===== src/rtl/ss_mac_seq_if.sv =====
// Handshake/data bundle for ss_mac_seq.
// master: the job issuer / result consumer side. slave: the MAC itself.
interface ss_mac_seq_if #(
  parameter int NCH   = 8,
  parameter int IW    = 11,
  parameter int RW    = 8,
  parameter int ACC_W = 10,
  parameter int LW    = 8
) ();
  logic [NCH*IW-1:0] x_input;
  logic [NCH*RW-1:0] x_randnum;
  logic              start;
  logic [LW-1:0]     len;
  logic              busy;
  logic [ACC_W-1:0]  z_output;
  logic              z_valid;
  logic              z_ready;
  logic              ovf;

  modport master (
    output x_input, x_randnum, start, len, z_ready,
    input  busy, z_output, z_valid, ovf
  );

  modport slave (
    input  x_input, x_randnum, start, len, z_ready,
    output busy, z_output, z_valid, ovf
  );
endinterface


===== src/rtl/ss_mac_seq.sv =====
// Self-sequencing stochastic-symbol MAC.
// Each cycle in RUN one channel (round-robin from 0) converts its live operand
// and random number into a symbol that is added into the accumulator; after
// len symbols the result is offered on a valid/ready handshake with a sticky
// overflow flag.
// Build option: define SS_MAC_SAT_EN to clamp the accumulator at 2^ACC_W-1 on
// overflow; left undefined, the accumulator wraps modulo 2^ACC_W.
module ss_mac_seq #(
  parameter int NCH   = 8,
  parameter int IW    = 11,
  parameter int RW    = 8,
  parameter int SW    = IW - RW + 1,
  parameter int ACC_W = 10,
  parameter int LW    = 8
) (
  input  logic           clk,
  input  logic           rst,
  ss_mac_seq_if.slave    bus
);

  localparam int CH_W  = (NCH > 1) ? $clog2(NCH) : 1;
  localparam int SUM_W = ACC_W + 1;

  typedef enum logic [1:0] {
    IDLE = 2'd0,
    RUN  = 2'd1,
    DONE = 2'd2
  } state_t;

  state_t           state;
  logic [ACC_W-1:0] acc;
  logic [CH_W-1:0]  ch;
  logic [LW-1:0]    cnt;
  logic             z_valid;
  logic             busy;
  logic             ovf;

  logic [IW-1:0]    x_sel;
  logic [RW-1:0]    r_sel;
  logic [SW-1:0]    sym;
  logic [SUM_W-1:0] sum;

  // Carry bit of the widened sum marks an overflowing add; the result either
  // clamps to full scale or keeps the low ACC_W bits (wrap).
  function automatic logic [ACC_W-1:0] acc_limit(input logic [SUM_W-1:0] s);
`ifdef SS_MAC_SAT_EN
    return s[ACC_W] ? {ACC_W{1'b1}} : s[ACC_W-1:0];
`else
    return s[ACC_W-1:0];
`endif
  endfunction

  // Symbol of the currently selected channel: integer part of the operand
  // plus one when its fraction strictly beats the random number.
  always_comb begin
    x_sel = bus.x_input[ch*IW +: IW];
    r_sel = bus.x_randnum[ch*RW +: RW];
    sym   = SW'(x_sel[IW-1:RW]) + ((x_sel[RW-1:0] > r_sel) ? SW'(1) : SW'(0));
    sum   = {1'b0, acc} + SUM_W'(sym);
  end

  // Job sequencer: IDLE -> RUN (len adds) -> DONE (hold until accepted).
  always_ff @(posedge clk) begin
    if (!rst) begin
      state   <= IDLE;
      acc     <= '0;
      ch      <= '0;
      cnt     <= '0;
      z_valid <= 1'b0;
      busy    <= 1'b0;
      ovf     <= 1'b0;
    end else begin
      case (state)
        IDLE: begin
          if (bus.start) begin
            acc  <= '0;
            ovf  <= 1'b0;
            ch   <= '0;
            busy <= 1'b1;
            if (bus.len != '0) begin
              cnt   <= bus.len;
              state <= RUN;
            end else begin
              cnt     <= '0;
              z_valid <= 1'b1;
              state   <= DONE;
            end
          end
        end
        RUN: begin
          acc <= acc_limit(sum);
          if (sum[ACC_W]) ovf <= 1'b1;
          ch  <= (ch == CH_W'(NCH - 1)) ? '0 : ch + 1'b1;
          cnt <= cnt - LW'(1);
          if (cnt == LW'(1)) begin
            z_valid <= 1'b1;
            state   <= DONE;
          end
        end
        DONE: begin
          if (bus.z_ready) begin
            z_valid <= 1'b0;
            busy    <= 1'b0;
            state   <= IDLE;
          end
        end
        default: state <= IDLE;
      endcase
    end
  end

  assign bus.z_output = acc;
  assign bus.z_valid  = z_valid;
  assign bus.busy     = busy;
  assign bus.ovf      = ovf;

endmodule


===== src/flat_wrapper.sv =====
// flat-port wrapper written by rule: the top's interface ports become plain ports
module ss_mac_seq_flat 
#(
  parameter int NCH   = 8,
  parameter int IW    = 11,
  parameter int RW    = 8,
  parameter int SW    = IW - RW + 1,
  parameter int ACC_W = 10,
  parameter int LW    = 8
)
  (clk, rst, bus_x_input, bus_x_randnum, bus_start, bus_len, bus_z_ready, bus_busy, bus_z_output, bus_z_valid, bus_ovf);
  ss_mac_seq_if #(.NCH(NCH), .IW(IW), .RW(RW), .ACC_W(ACC_W), .LW(LW)) bus_i ();
  input  logic clk;
  input  logic rst;
  input wire logic [$bits(bus_i.x_input)-1:0] bus_x_input;
  input wire logic [$bits(bus_i.x_randnum)-1:0] bus_x_randnum;
  input wire logic [$bits(bus_i.start)-1:0] bus_start;
  input wire logic [$bits(bus_i.len)-1:0] bus_len;
  input wire logic [$bits(bus_i.z_ready)-1:0] bus_z_ready;
  output wire logic [$bits(bus_i.busy)-1:0] bus_busy;
  output wire logic [$bits(bus_i.z_output)-1:0] bus_z_output;
  output wire logic [$bits(bus_i.z_valid)-1:0] bus_z_valid;
  output wire logic [$bits(bus_i.ovf)-1:0] bus_ovf;
  assign bus_i.x_input = bus_x_input;
  assign bus_i.x_randnum = bus_x_randnum;
  assign bus_i.start = bus_start;
  assign bus_i.len = bus_len;
  assign bus_i.z_ready = bus_z_ready;
  assign bus_busy = bus_i.busy;
  assign bus_z_output = bus_i.z_output;
  assign bus_z_valid = bus_i.z_valid;
  assign bus_ovf = bus_i.ovf;
  ss_mac_seq #(.NCH(NCH), .IW(IW), .RW(RW), .SW(SW), .ACC_W(ACC_W), .LW(LW)) u_core (.clk(clk), .rst(rst), .bus(bus_i));
endmodule

===== config.mk =====
export PLATFORM = sky130hd
export DESIGN_NAME = ss_mac_seq_flat
export DESIGN_NICKNAME = d
export VERILOG_FILES = /design/src/rtl/ss_mac_seq_if.sv /design/src/rtl/ss_mac_seq.sv /design/src/flat_wrapper.sv
export SDC_FILE = /design/constraint.sdc
export NUM_CORES = 1
export LEC_CHECK = 0
export ABC_AREA = 1
export ABC_CLOCK_PERIOD_IN_PS = 8920
export BUFFER_PORTS_ARGS = -buffer_cell sky130_fd_sc_hd__clkbuf_2
export CAP_MARGIN = 5
export CORE_AREA = 5 5 90 92
export CTS_CLUSTER_DIAMETER = 120
export CTS_CLUSTER_SIZE = 25
export DETAILED_ROUTE_END_ITERATION = 10
export DIE_AREA = 0 0 95 97
export PLACE_DENSITY = 0.84
export SKIP_CTS_REPAIR_TIMING = 1
export SLEW_MARGIN = 20
export SYNTH_ARGS = -nofsm -noshare
export SYNTH_HDL_FRONTEND = slang
export SYNTH_SLANG_ARGS = --single-unit

===== constraint.sdc =====
create_clock -name clk -period 8.92 [get_ports clk]
set_input_delay 1.784 -clock clk [delete_from_list [all_inputs] [get_ports clk]]
set_output_delay 1.784 -clock clk [all_outputs]
set_load 0.01 [all_outputs]

After elaboration in Yosys (flattened, before gate mapping)
Index checks and enable logic that the tools add are counted.
{ "totals": {"register_bits": 26, "output_inout_bits": 13, "wordCells": 58} }
{ "op_classes": {"addsub": 4, "n_mul": 1, "n_lt_le_gt_ge": 1, "eq_ne": 9, "n_shift": 2, "mux": 24, "n_reduce_logical": 10} }
{ "op_table": {"columns": ["operator", "count"], "rows": [
  ["88-bit by 8-bit variable part select with 11-bit output", 1],
  ["64-bit by 7-bit variable part select with 8-bit output", 1],
  ["10-bit case mux with 2 select lines", 1],
  ["8-bit 2-to-1 mux", 2],
  ["8-bit case mux with 2 select lines", 1],
  ["10-bit by 4-bit adder with 11-bit output", 1],
  ["10-bit 2-to-1 mux", 1],
  ["3-bit AND reduction", 3],
  ["8-bit by 1-bit equality test with 1-bit output, second input constant", 1],
  ["8-bit greater-than comparator", 1],
  ["1-bit 2-to-1 mux", 8],
  ["2-bit 2-to-1 mux", 4],
  ["8-bit nonzero test", 1],
  ["8-bit by 1-bit subtractor with 8-bit output, second input constant", 1],
  ["3-bit by 4-bit multiplier with 7-bit output, second input constant", 1],
  ["3-bit 2-to-1 mux", 2],
  ["2-bit inequality test, second input constant", 3],
  ["2-bit case mux with 3 select lines", 1],
  ["3-bit case mux with 2 select lines", 1],
  ["5-bit AND reduction", 1],
  ["3-bit by 4-bit adder with 4-bit output", 1],
  ["2-bit by 1-bit inequality test with 1-bit output, second input constant", 2],
  ["1-bit case mux with 2 select lines", 2],
  ["2-bit nonzero test", 2],
  ["8 further kinds", 8]
]} }

Longest topological paths before layout
Gate-level depths: netlist (run 1).
{ "logic_depth": {"ltp_word": 8, "ltp_mapped": 28, "ltp_nobuf": 26} }

Worst setup path before layout (run 1)
OpenSTA, ideal clock, no wires.
{ "synth_timing": {"path_type": "input to register", "startpoint": "input bus_x_input[71]", "endpoint": "register u_core.acc[6], in the netlist u_core.bus.z_output[6]", "setup_ns": 0.119, "arrival_ns": 4.299, "slack_ns": 4.502, "path_stages": 17, "cell_sequence": "o21ai_0 -> o22ai_1 -> nand2_1 -> nand2_1 -> ha_1 -> a21oi_1 -> nor2_1 -> a211oi_1 -> a21oi_1 -> ha_1 -> ha_1 -> inv_1 -> fa_1 -> o21ai_2 -> nand3_1 -> o21ai_0 -> a21oi_1"} }
{ "synth_via": {"elab_chain_len": 6} }
{ "synth_lines": {"columns": ["item", "line_no", "text"], "rows": [
  ["from (decl)", "flat_wrapper.sv:15", "input wire logic [$bits(bus_i.x_input)-1:0] bus_x_input;"],
  ["88-bit by 8-bit variable part select with 11-bit output *", "ss_mac_seq.sv:56", "x_sel = bus.x_input[ch*IW +: IW];"],
  ["8-bit greater-than comparator", "ss_mac_seq.sv:58", "sym = SW'(x_sel[IW-1:RW]) + ((x_sel[RW-1:0] > r_sel) ? SW'(1) : SW'(0));"],
  ["1-bit 2-to-1 mux", "ss_mac_seq.sv:58", null],
  ["3-bit by 4-bit adder with 4-bit output *", "ss_mac_seq.sv:58", null],
  ["10-bit by 4-bit adder with 11-bit output *", "ss_mac_seq.sv:59", "sum = {1'b0, acc} + SUM_W'(sym);"],
  ["10-bit case mux with 2 select lines *", "ss_mac_seq.sv:73", "case (state)"],
  ["to (signal assigned)", "ss_mac_seq.sv:91", "acc <= acc_limit(sum);"],
  ["to (decl)", "ss_mac_seq.sv:31", "logic [ACC_W-1:0] acc;"]
]} }
Every way passes the cells marked *; elsewhere a longest branch is shown, timed or not.
A chain may end at the register's enable or synchronous reset.

Final worst setup path (run 1)
{ "layout_timing": {"startpoint": "input bus_x_input[16]", "endpoint": "register u_core.acc[6], in the netlist u_core.bus.z_output[6]"} }
Same word-level chain as after synthesis.

==> impl_metrics.toml, run 1 <==
[cells_and_area]
diodes = 0
stdcell_count = 788
fin_area_sq_um = 4010
final_nets = 873
mostFrequentLayoutCells = "clkbuf_2 (176), nand2_1 (107), nor2_1 (95)"
final_common_cell = "clkbuf_2"
drive_above_1_share_pct = 29.2
area_growth_pct = 27.4

[global_routing]
antenna_found_initial = 0
grt_use_total_pct = 23.3
grt_pass1_wl_mm = 17.8
grt_start_max_net_pins = 79
grt_pass1_vias = 3913
gr-total-overflow = 0

[synthesis]
syn_inst = 540
yosys_warnings = 0
syn-num-nets = 723
synth-seq-cells = 26
postSynthAreaPerCell_sq_um = 5.83
ys_types = 37
synth_edf_count = 0
ys.flop_type = "dfxtp_1"
syn-cell-area_sq_um = 3150
synth_seq_area_share_pct = 16.5
async_reset_ff_share_pct = 0

[run_status]
status = "completed"

[power_and_ir_drop]
powerDensity_nw_per_um2 = 153
max-vdd-ir-drop_mv = 0.129
p_leak_uw = 0.00202

[timing]
finalClockSkew_ns = 0.00563
hold_violations = 0
fin_setup_tns_ns = 0
tightest_slew_ns = 0.990
setup_viol = 0
fin_ws_ns = 4.32
max_slew_margin_pct = 33.9
rsz0062_at_grt = "false"
clock.fmax_mhz = 217
period_needed_ns = 4.60
period_share_pct = 51.5
drv_slew = 0

[floorplanning]
dieArea_sq_um = 9220
fp.dieW_um = 95
coreArea_sq_um = 7140
die_h_um = 97
placementRows = 31
pin_count = 177
start_util_pct = 44.1

[clock_network]
htreeDepth = 1
clk_pin_slew_ns = 0.10
cts_sinks = 26
root_buffer = "clkbuf_8"
cts_made_buffers = 3
clk_latency_ns = 0.28
cts_tree = "built"
clk_path_buf_depth = 2

[min_path]
holdPathStages = 2
hp-class = "reg -> reg"
hp-start = "u_core.bus.z_valid"

[route]
via_per_inst = 5.29
drc = 0
drt_iter0_markers = 140
vias = 4170
wl_per_cell_um = 14.4
wl_mm = 11.4
final_antenna_net_count = 0
first_pass_iters = 5

[place]
place_area_sq_um = 3960
dp.cells = 784
dp_slack_ns = 4.04
hpwl_mm = 8.87
place_congestion = 0.972
io_buffers = 176

[worst_setup_path]
startpoint_type = "input pin"
reg2reg_depth = 18
crit_path_end_kind = "flip-flop"
required_ns = 9.10
crit_type = "in -> reg"
cp_slowest_cell = "fa_1"
startpoint = "bus_x_input[16]"
crit_path_max_incr_delay_ns = 0.44
worst_ep_arrival_time_ns = 4.78
crit_path_max_fanout = 6
crit_chain = "clkbuf_2 > o21ai_0 > o22ai_1 > nand2_1 > nand2_1 > ha_1 > a21oi_1 > nor2_1 > a211oi_1 > a21oi_1 > ha_1 > ha_1 > inv_1 > fa_1 > o21ai_2 > nand3_1 > o21ai_0 > a21oi_1"
r2r_start = "u_core.ch[0]"

[flow_run]
drv_cap = 0
-- registers in the layout, summed over array words and instances (netlist names) --
name                 cells
u_core.bus.z_output     10
u_core.cnt               8
u_core.ch                3
u_core.state             2
u_core.bus.busy          1
u_core.bus.ovf           1
u_core.bus.z_valid       1
-- power breakdown --
part / switching [uW] / total (uW) / internal [uW]
clock network: 41.1 / 80.8 / 39.6
registers: 17.7 / 151 / 134
logic: 235 / 381 / 146
total: 294 / 613 / 320
-- layout make-up --
class                      count  area [sq um]
sequential                    26           522
fill                         744          3130
multi-input combinational    439          2250
tap                           99           124
inverter                      42           164
clock buffer                   4          55.1
timing repair buffer         178           896
-- through the flow --
stage / utilization (%) / hold WS, ns / total power [uW]
floorplan: - / 0.466 / 448
global placement: 55.4 / 0.434 / 519
detailed placement: 55.4 / 0.451 / 532
CTS: 56.2 / 0.465 / 613
global route: 56.2 / 0.495 / 677
finish: 56.2 / 0.457 / 613
-- worst paths after layout --
path	endpoint	slack, ns
worst max-delay path	u_core.bus.z_output[6]	4.32
worst min-delay path	u_core.bus.z_valid	0.46
worst min register to register	u_core.bus.z_valid	0.46
worst max register to register	u_core.bus.z_output[6]	4.59
-- worst max-delay path: cells and delay by family --
| family | cells | cell delay, ns |
|---|---|---|
| adder cells (fa/ha/maj) | 4 | 1.28 |
| AO/OA/AOI/OAI | 8 | 1.22 |
| AND/OR/NAND/NOR | 4 | 0.35 |
| buffers and inverters | 2 | 0.14 |
-- synth_stat cells (2+ instances only) --
| cell | count | area share, % |
|---|---|---|
| nand2_1 | 107 | 13 |
| nor2_1 | 95 | 11 |
| o21ai_0 | 63 | 10 |
| inv_1 | 36 | 4.3 |
| o21ai_1 | 36 | 5.7 |
| a21oi_1 | 31 | 4.9 |
| nand3_1 | 27 | 4.3 |
| dfxtp_1 | 26 | 17 |
| o22ai_1 | 26 | 5.2 |
| ha_1 | 18 | 7.2 |
| buf_2 | 16 | 2.5 |
| o221ai_1 | 8 | 2.2 |
| buf_6 | 7 | 2.5 |
| clkbuf_1 | 5 | 0.60 |
| inv_2 | 4 | 0.48 |
| nand4_1 | 4 | 0.79 |
| a21oi_2 | 3 | 0.83 |
| nand2_2 | 3 | 0.60 |
| a211oi_1 | 2 | 0.48 |
| buf_1 | 2 | 0.24 |
| buf_4 | 2 | 0.48 |
| nand2_4 | 2 | 0.72 |
| o211ai_1 | 2 | 0.48 |
| xnor2_1 | 2 | 0.56 |
-- kinds of logic after synthesis --
| family | share of synthesized area, % |
|---|---|
| compound gates | 30.7 |
| xor+xnor | 0.556 |
| fa+ha+maj | 7.79 |
| simple gates | 32.5 |
| buf+inv | 12.0 |
| flops | 16.5 |
-- metal layers --
layer | GRT usage (%) | up-vias | routed length [um]
met4 | 7.44 | 0 | 280
met5 | 0 | - | 0
met2 | 41.4 | 179 | 5590
li1 | - | 2141 | -
met1 | 27.6 | 1826 | 4410
met3 | 4.19 | 24 | 1080
No activity file was read; power rests on OpenSTA's default activity.
==> run 2: changes to the inputs <==
Settings changed: ABC_CLOCK_PERIOD_IN_PS 8920 to 4400.
Clock period 8.92 ns to 4.4 ns, I/O delays scaled along.
==> run 2 against run 1 <==
Sequential cell count unchanged. Routed wire length down 0.45%. Design area up 1.3%. Power up 110%. Sequential power up 110%. Critical endpoint unchanged.
==> impl_metrics.toml, run 2 (same netlist as run 1, synthesis figures left out) <==
[cells_and_area]
area_growth_pct = 29.1
largest_reg_flops = 10
fin_area_sq_um = 4070
n_fill_cell = 752
mostFrequentLayoutCells = "clkbuf_2 (176), nand2_1 (107), nor2_1 (95)"
final_util_pct = 57.0
diodes = 0
drive_above_1_share_pct = 29.6
final_common_cell = "clkbuf_2"
final_nets = 877

[timing]
clock.fmax_mhz = 243
max_slew_margin_pct = 58.4
drv_slew = 0
fin_setup_tns_ns = 0
period_share_pct = 93.4
finalClockSkew_ns = 0.00290
setup_viol = 0
whs_ns = 0.457
tightest_slew_ns = 0.623
period_needed_ns = 4.11
hold_violations = 0
rsz0062_at_grt = "false"

[worst_setup_path]
crit_path_end_kind = "flip-flop"
crit_path_max_fanout = 18
worst_ep_arrival_time_ns = 4.27
reg2reg_setup_slack_ns = 0.29
startpoint_type = "flip-flop"
r2r_start = "u_core.ch[2]"
required_ns = 4.57
crit_type = "reg -> reg"
reg2reg_to = "u_core.bus.z_output[6]"
reg2reg_depth = 16

[floorplanning]
start_util_pct = 44.1
die_h_um = 97
dieArea_sq_um = 9220
coreArea_sq_um = 7140
fp.dieW_um = 95
placementRows = 31
pin_count = 177

[min_path]
holdPathStages = 2
hp-start = "u_core.bus.z_valid"
min_to = "u_core.bus.z_valid"
hp-class = "reg -> reg"

[global_routing]
grt_use_total_pct = 23.2
antenna_found_initial = 1
grt_pass1_vias = 3947
grt_pass1_wl_mm = 17.9
gr-total-overflow = 0
grt_start_max_net_pins = 62

[clock_network]
clk_pin_slew_ns = 0.09
clk_latency_ns = 0.28
cts_tree = "built"
cts_sinks = 26
cts_made_buffers = 3
clk_path_buf_depth = 2
htreeDepth = 1
root_buffer = "clkbuf_8"

[power_and_ir_drop]
p_leak_uw = 0.00205
totalPowerFinal_uw = 1260
powerDensity_nw_per_um2 = 310
max-vdd-ir-drop_mv = 0.235

[route]
wl_met2_mm = 5.50
first_pass_iters = 4
drc = 0
via_per_inst = 5.34
final_antenna_net_count = 0
wl_per_cell_um = 14.3
vias = 4233
wl_met3_mm = 1.13
drt_iter0_markers = 169
highest_layer = "met5"
wl_met1_mm = 4.41
wl_mm = 11.3

[place]
io_buffers = 176
place_area_sq_um = 4010
place_congestion = 0.923
hpwl_mm = 8.99

[flow_run]
drv_cap = 0

[run_status]
status = "completed"
-- run 2: cell types whose count changed in the layout (fill, tap and decap cells not counted) --
| cell | before | now |
|---|---|---|
| buf_12 | 0 | 2 |
| buf_4 | 2 | 4 |
| clkinv_2 | 1 | 0 |
| inv_2 | 3 | 4 |
-- run 2: per-layer routing --
layer / vias to the layer above / global-route usage, %
met1: 1891 / 27.1
met3: 27 / 4.81
met4: 2 / 7.33
li1: 2142 / -
met5: - / 0
met2: 171 / 41.5
-- run 2: cell type report --
cell class                      count  area, sq um  area share, %
Tap cell                           99          124           3.05
Inverter                           42          163           4.00
Timing Repair Buffer              182          951           23.4
Multi-Input combinational cell    439         2250           55.4
Clock buffer                        4         55.1           1.35
Sequential cell                    26          522           12.8
-- run 2: worst max-delay path by stage --
stage / from / end / slack (ns) / cells past startpoint
finish: u_core.ch[2] / u_core.bus.z_output[6] / 0.29 / 16
global route: u_core.ch[2] / u_core.bus.z_output[6] / 0.09 / 16
CTS: u_core.ch[2] / u_core.bus.z_output[6] / 0.29 / 16
detailed placement: bus_x_randnum[21] / u_core.bus.z_output[6] / 0.37 / 17
global placement: bus_x_input[16] / u_core.bus.z_output[6] / 0.55 / 18
floorplan: bus_x_input[71] / u_core.bus.z_output[6] / 0.89 / 17
-- run 2: power by group --
group / switching, uW / internal [uW]
Clock: 80.8 / 80.3
Sequential: 42.1 / 271
Combinational: 473 / 312
-- run 2: worst max-delay path, stage by stage (launching register included) --
cell and delay, ns:
dfxtp_1 0.73, inv_1 0.39, nand2_1 0.15, nand2_1 0.10, ha_1 0.34, a21oi_1 0.14
nor2_1 0.06, a211oi_1 0.20, a21oi_1 0.12, ha_1 0.21, ha_1 0.31, inv_1 0.07
fa_1 0.45, o21ai_2 0.26, nand3_1 0.16, o21ai_0 0.23, a21oi_1 0.08
-- run 2: stage by stage --
stage	worst slack, ns	instances
final	0.292	792
after floorplan	0.886	540
after detailed placement	0.366	788
after CTS	0.295	792
after global routing	0.0947	792
after global placement	0.555	788
==> run 3: changes to the inputs <==
Settings changed: CELL_PAD_IN_SITES_DETAIL_PLACEMENT set to 1, CELL_PAD_IN_SITES_GLOBAL_PLACEMENT set to 1, CORE_AREA 5 5 90 92 to 5 5 111 113, DIE_AREA 0 0 95 97 to 0 0 116 118.
==> run 3 against run 2 <==
Cell count rose by 5.8%. Clock skew down 0.00074 ns. Largest power group unchanged. Clock-buffer cell count shrank 1. Design area up 3.4%. Hold slack got worse by 0.0043 ns. Combinational power increased by 7.4%. Largest cell class unchanged.
==> impl_metrics.toml, run 3 (same netlist as run 1, synthesis figures left out) <==
[run_status]
status = "completed"

[cells_and_area]
final_common_cell = "clkbuf_2"
drive_above_1_share_pct = 29.8
mostFrequentLayoutCells = "clkbuf_2 (176), nand2_1 (107), nor2_1 (95)"
largest_reg_flops = 10
area_growth_pct = 33.5
diodes = 0
final_nets = 879
n_fill_cell = 1552
stdcell_count = 838

[route]
final_antenna_net_count = 0
drt_iter0_markers = 285
first_pass_iters = 4
drc = 0
wl_per_cell_um = 16.8
wl_mm = 14.1
vias = 4321
via_per_inst = 5.16

[clock_network]
clk_pin_slew_ns = 0.07
cts_tree = "built"
clk_path_buf_depth = 2
root_buffer = "clkbuf_16"
htreeDepth = 1
cts_sinks = 26
clk_latency_ns = 0.27
cts_made_buffers = 3

[min_path]
hp-start = "u_core.bus.z_valid"
hp-class = "reg -> reg"
holdPathStages = 2

[power_and_ir_drop]
switchingPower_uw = 655
p_leak_uw = 0.00209
p_sw_share_pct = 46.0
seqPwrFrac_pct = 21.7
p_int_uw = 770
powerDensity_nw_per_um2 = 339
p_comb_share_pct = 59.1
p_clk_share_pct = 19.3
max-vdd-ir-drop_mv = 0.233

[timing]
period_needed_ns = 3.94
fin_setup_tns_ns = 0
hold_violations = 0
setup_viol = 0
rsz0062_at_grt = "false"
period_share_pct = 89.5
max_slew_margin_pct = 59.3
drv_slew = 0
finalClockSkew_ns = 0.00216
clock.fmax_mhz = 254
tightest_slew_ns = 0.607
whs_ns = 0.452

[worst_setup_path]
startpoint = "u_core.ch[0]"
startpoint_type = "flip-flop"
required_ns = 4.56
crit_type = "reg -> reg"
reg2reg_depth = 19
crit_path_max_fanout = 20
crit_path_end_kind = "flip-flop"
worst_ep_arrival_time_ns = 4.10
r2r_start = "u_core.ch[0]"

[global_routing]
grt_pass1_vias = 4543
grt_start_max_net_pins = 79
gr-total-overflow = 0
grt_use_total_pct = 19.7
grt_pass1_wl_mm = 22.1
antenna_found_initial = 0

[place]
place_congestion = 0.862
io_buffers = 176
dp.cells = 834
hpwl_mm = 11.1

[floorplanning]
placementRows = 39
dieArea_sq_um = 13700
coreArea_sq_um = 11200
start_util_pct = 28.1
die_h_um = 118
fp.dieW_um = 116
pin_count = 177

[flow_run]
drv_cap = 0
## run 3: layout make-up
class                   count  area (sq um)  area share, %
clock inverters             1          30.0          0.714
well taps                 143           179           4.26
clock buffers               3          75.1           1.79
repair buffers            184           982           23.4
flip-flops and latches     26           522           12.4
inverters                  42           164           3.90
multi-input cells         439          2250           53.6
## run 3: routing by layer
layer | vias up | global-route usage (%) | part of all wire [%]
li1 | 2145 | - | -
met1 | 2006 | 22.8 | 40
met2 | 156 | 37.4 | 51
met3 | 14 | 2.98 | 8.1
met4 | 0 | 3.77 | 1.2
met5 | - | 0 | 0
## run 3: power by group through the flow
stage	Clock (uW)	Sequential, uW	Combinational [uW]
floorplan	0	311	597
global placement	0	311	797
detailed placement	0	313	840
CTS	279	309	851
global route	288	314	953
finish	274	309	842
## run 3: path summary, 6_finish.rpt
| check | endpoint | slack (ns) |
|---|---|---|
| max | u_core.bus.z_output[6] | 0.46 |
| min | u_core.bus.z_valid | 0.45 |
| max reg2reg | u_core.bus.z_output[6] | 0.46 |
| min reg2reg | u_core.bus.z_valid | 0.45 |
## run 3: stage by stage
stage	power, uW	instance area (sq um)	util (%)	setup slack (ns)
3_5_place_dp	1150	4090	36.5	0.272
4_1_cts	1440	4200	37.4	0.389
2_1_floorplan	908	3150	-	0.886
3_3_place_gp	1110	4090	36.5	0.424
5_1_grt	1560	4200	37.4	0.0293
6_report	1420	4200	37.4	0.464
## run 3: worst max-delay path, cell delays in order, from the launching register on
cell and delay [ns]:
dfxtp_2 0.34, inv_2 0.33, buf_4 0.30, nor2_1 0.06
o22ai_1 0.20, o21ai_1 0.11, ha_1 0.32, nand2_1 0.08
inv_1 0.08, nand3_1 0.07, nor3_1 0.17, a21oi_1 0.08
ha_1 0.21, ha_1 0.30, inv_1 0.06, fa_1 0.44
o21ai_2 0.31, nand3_1 0.15, o21ai_0 0.17, a21oi_1 0.05
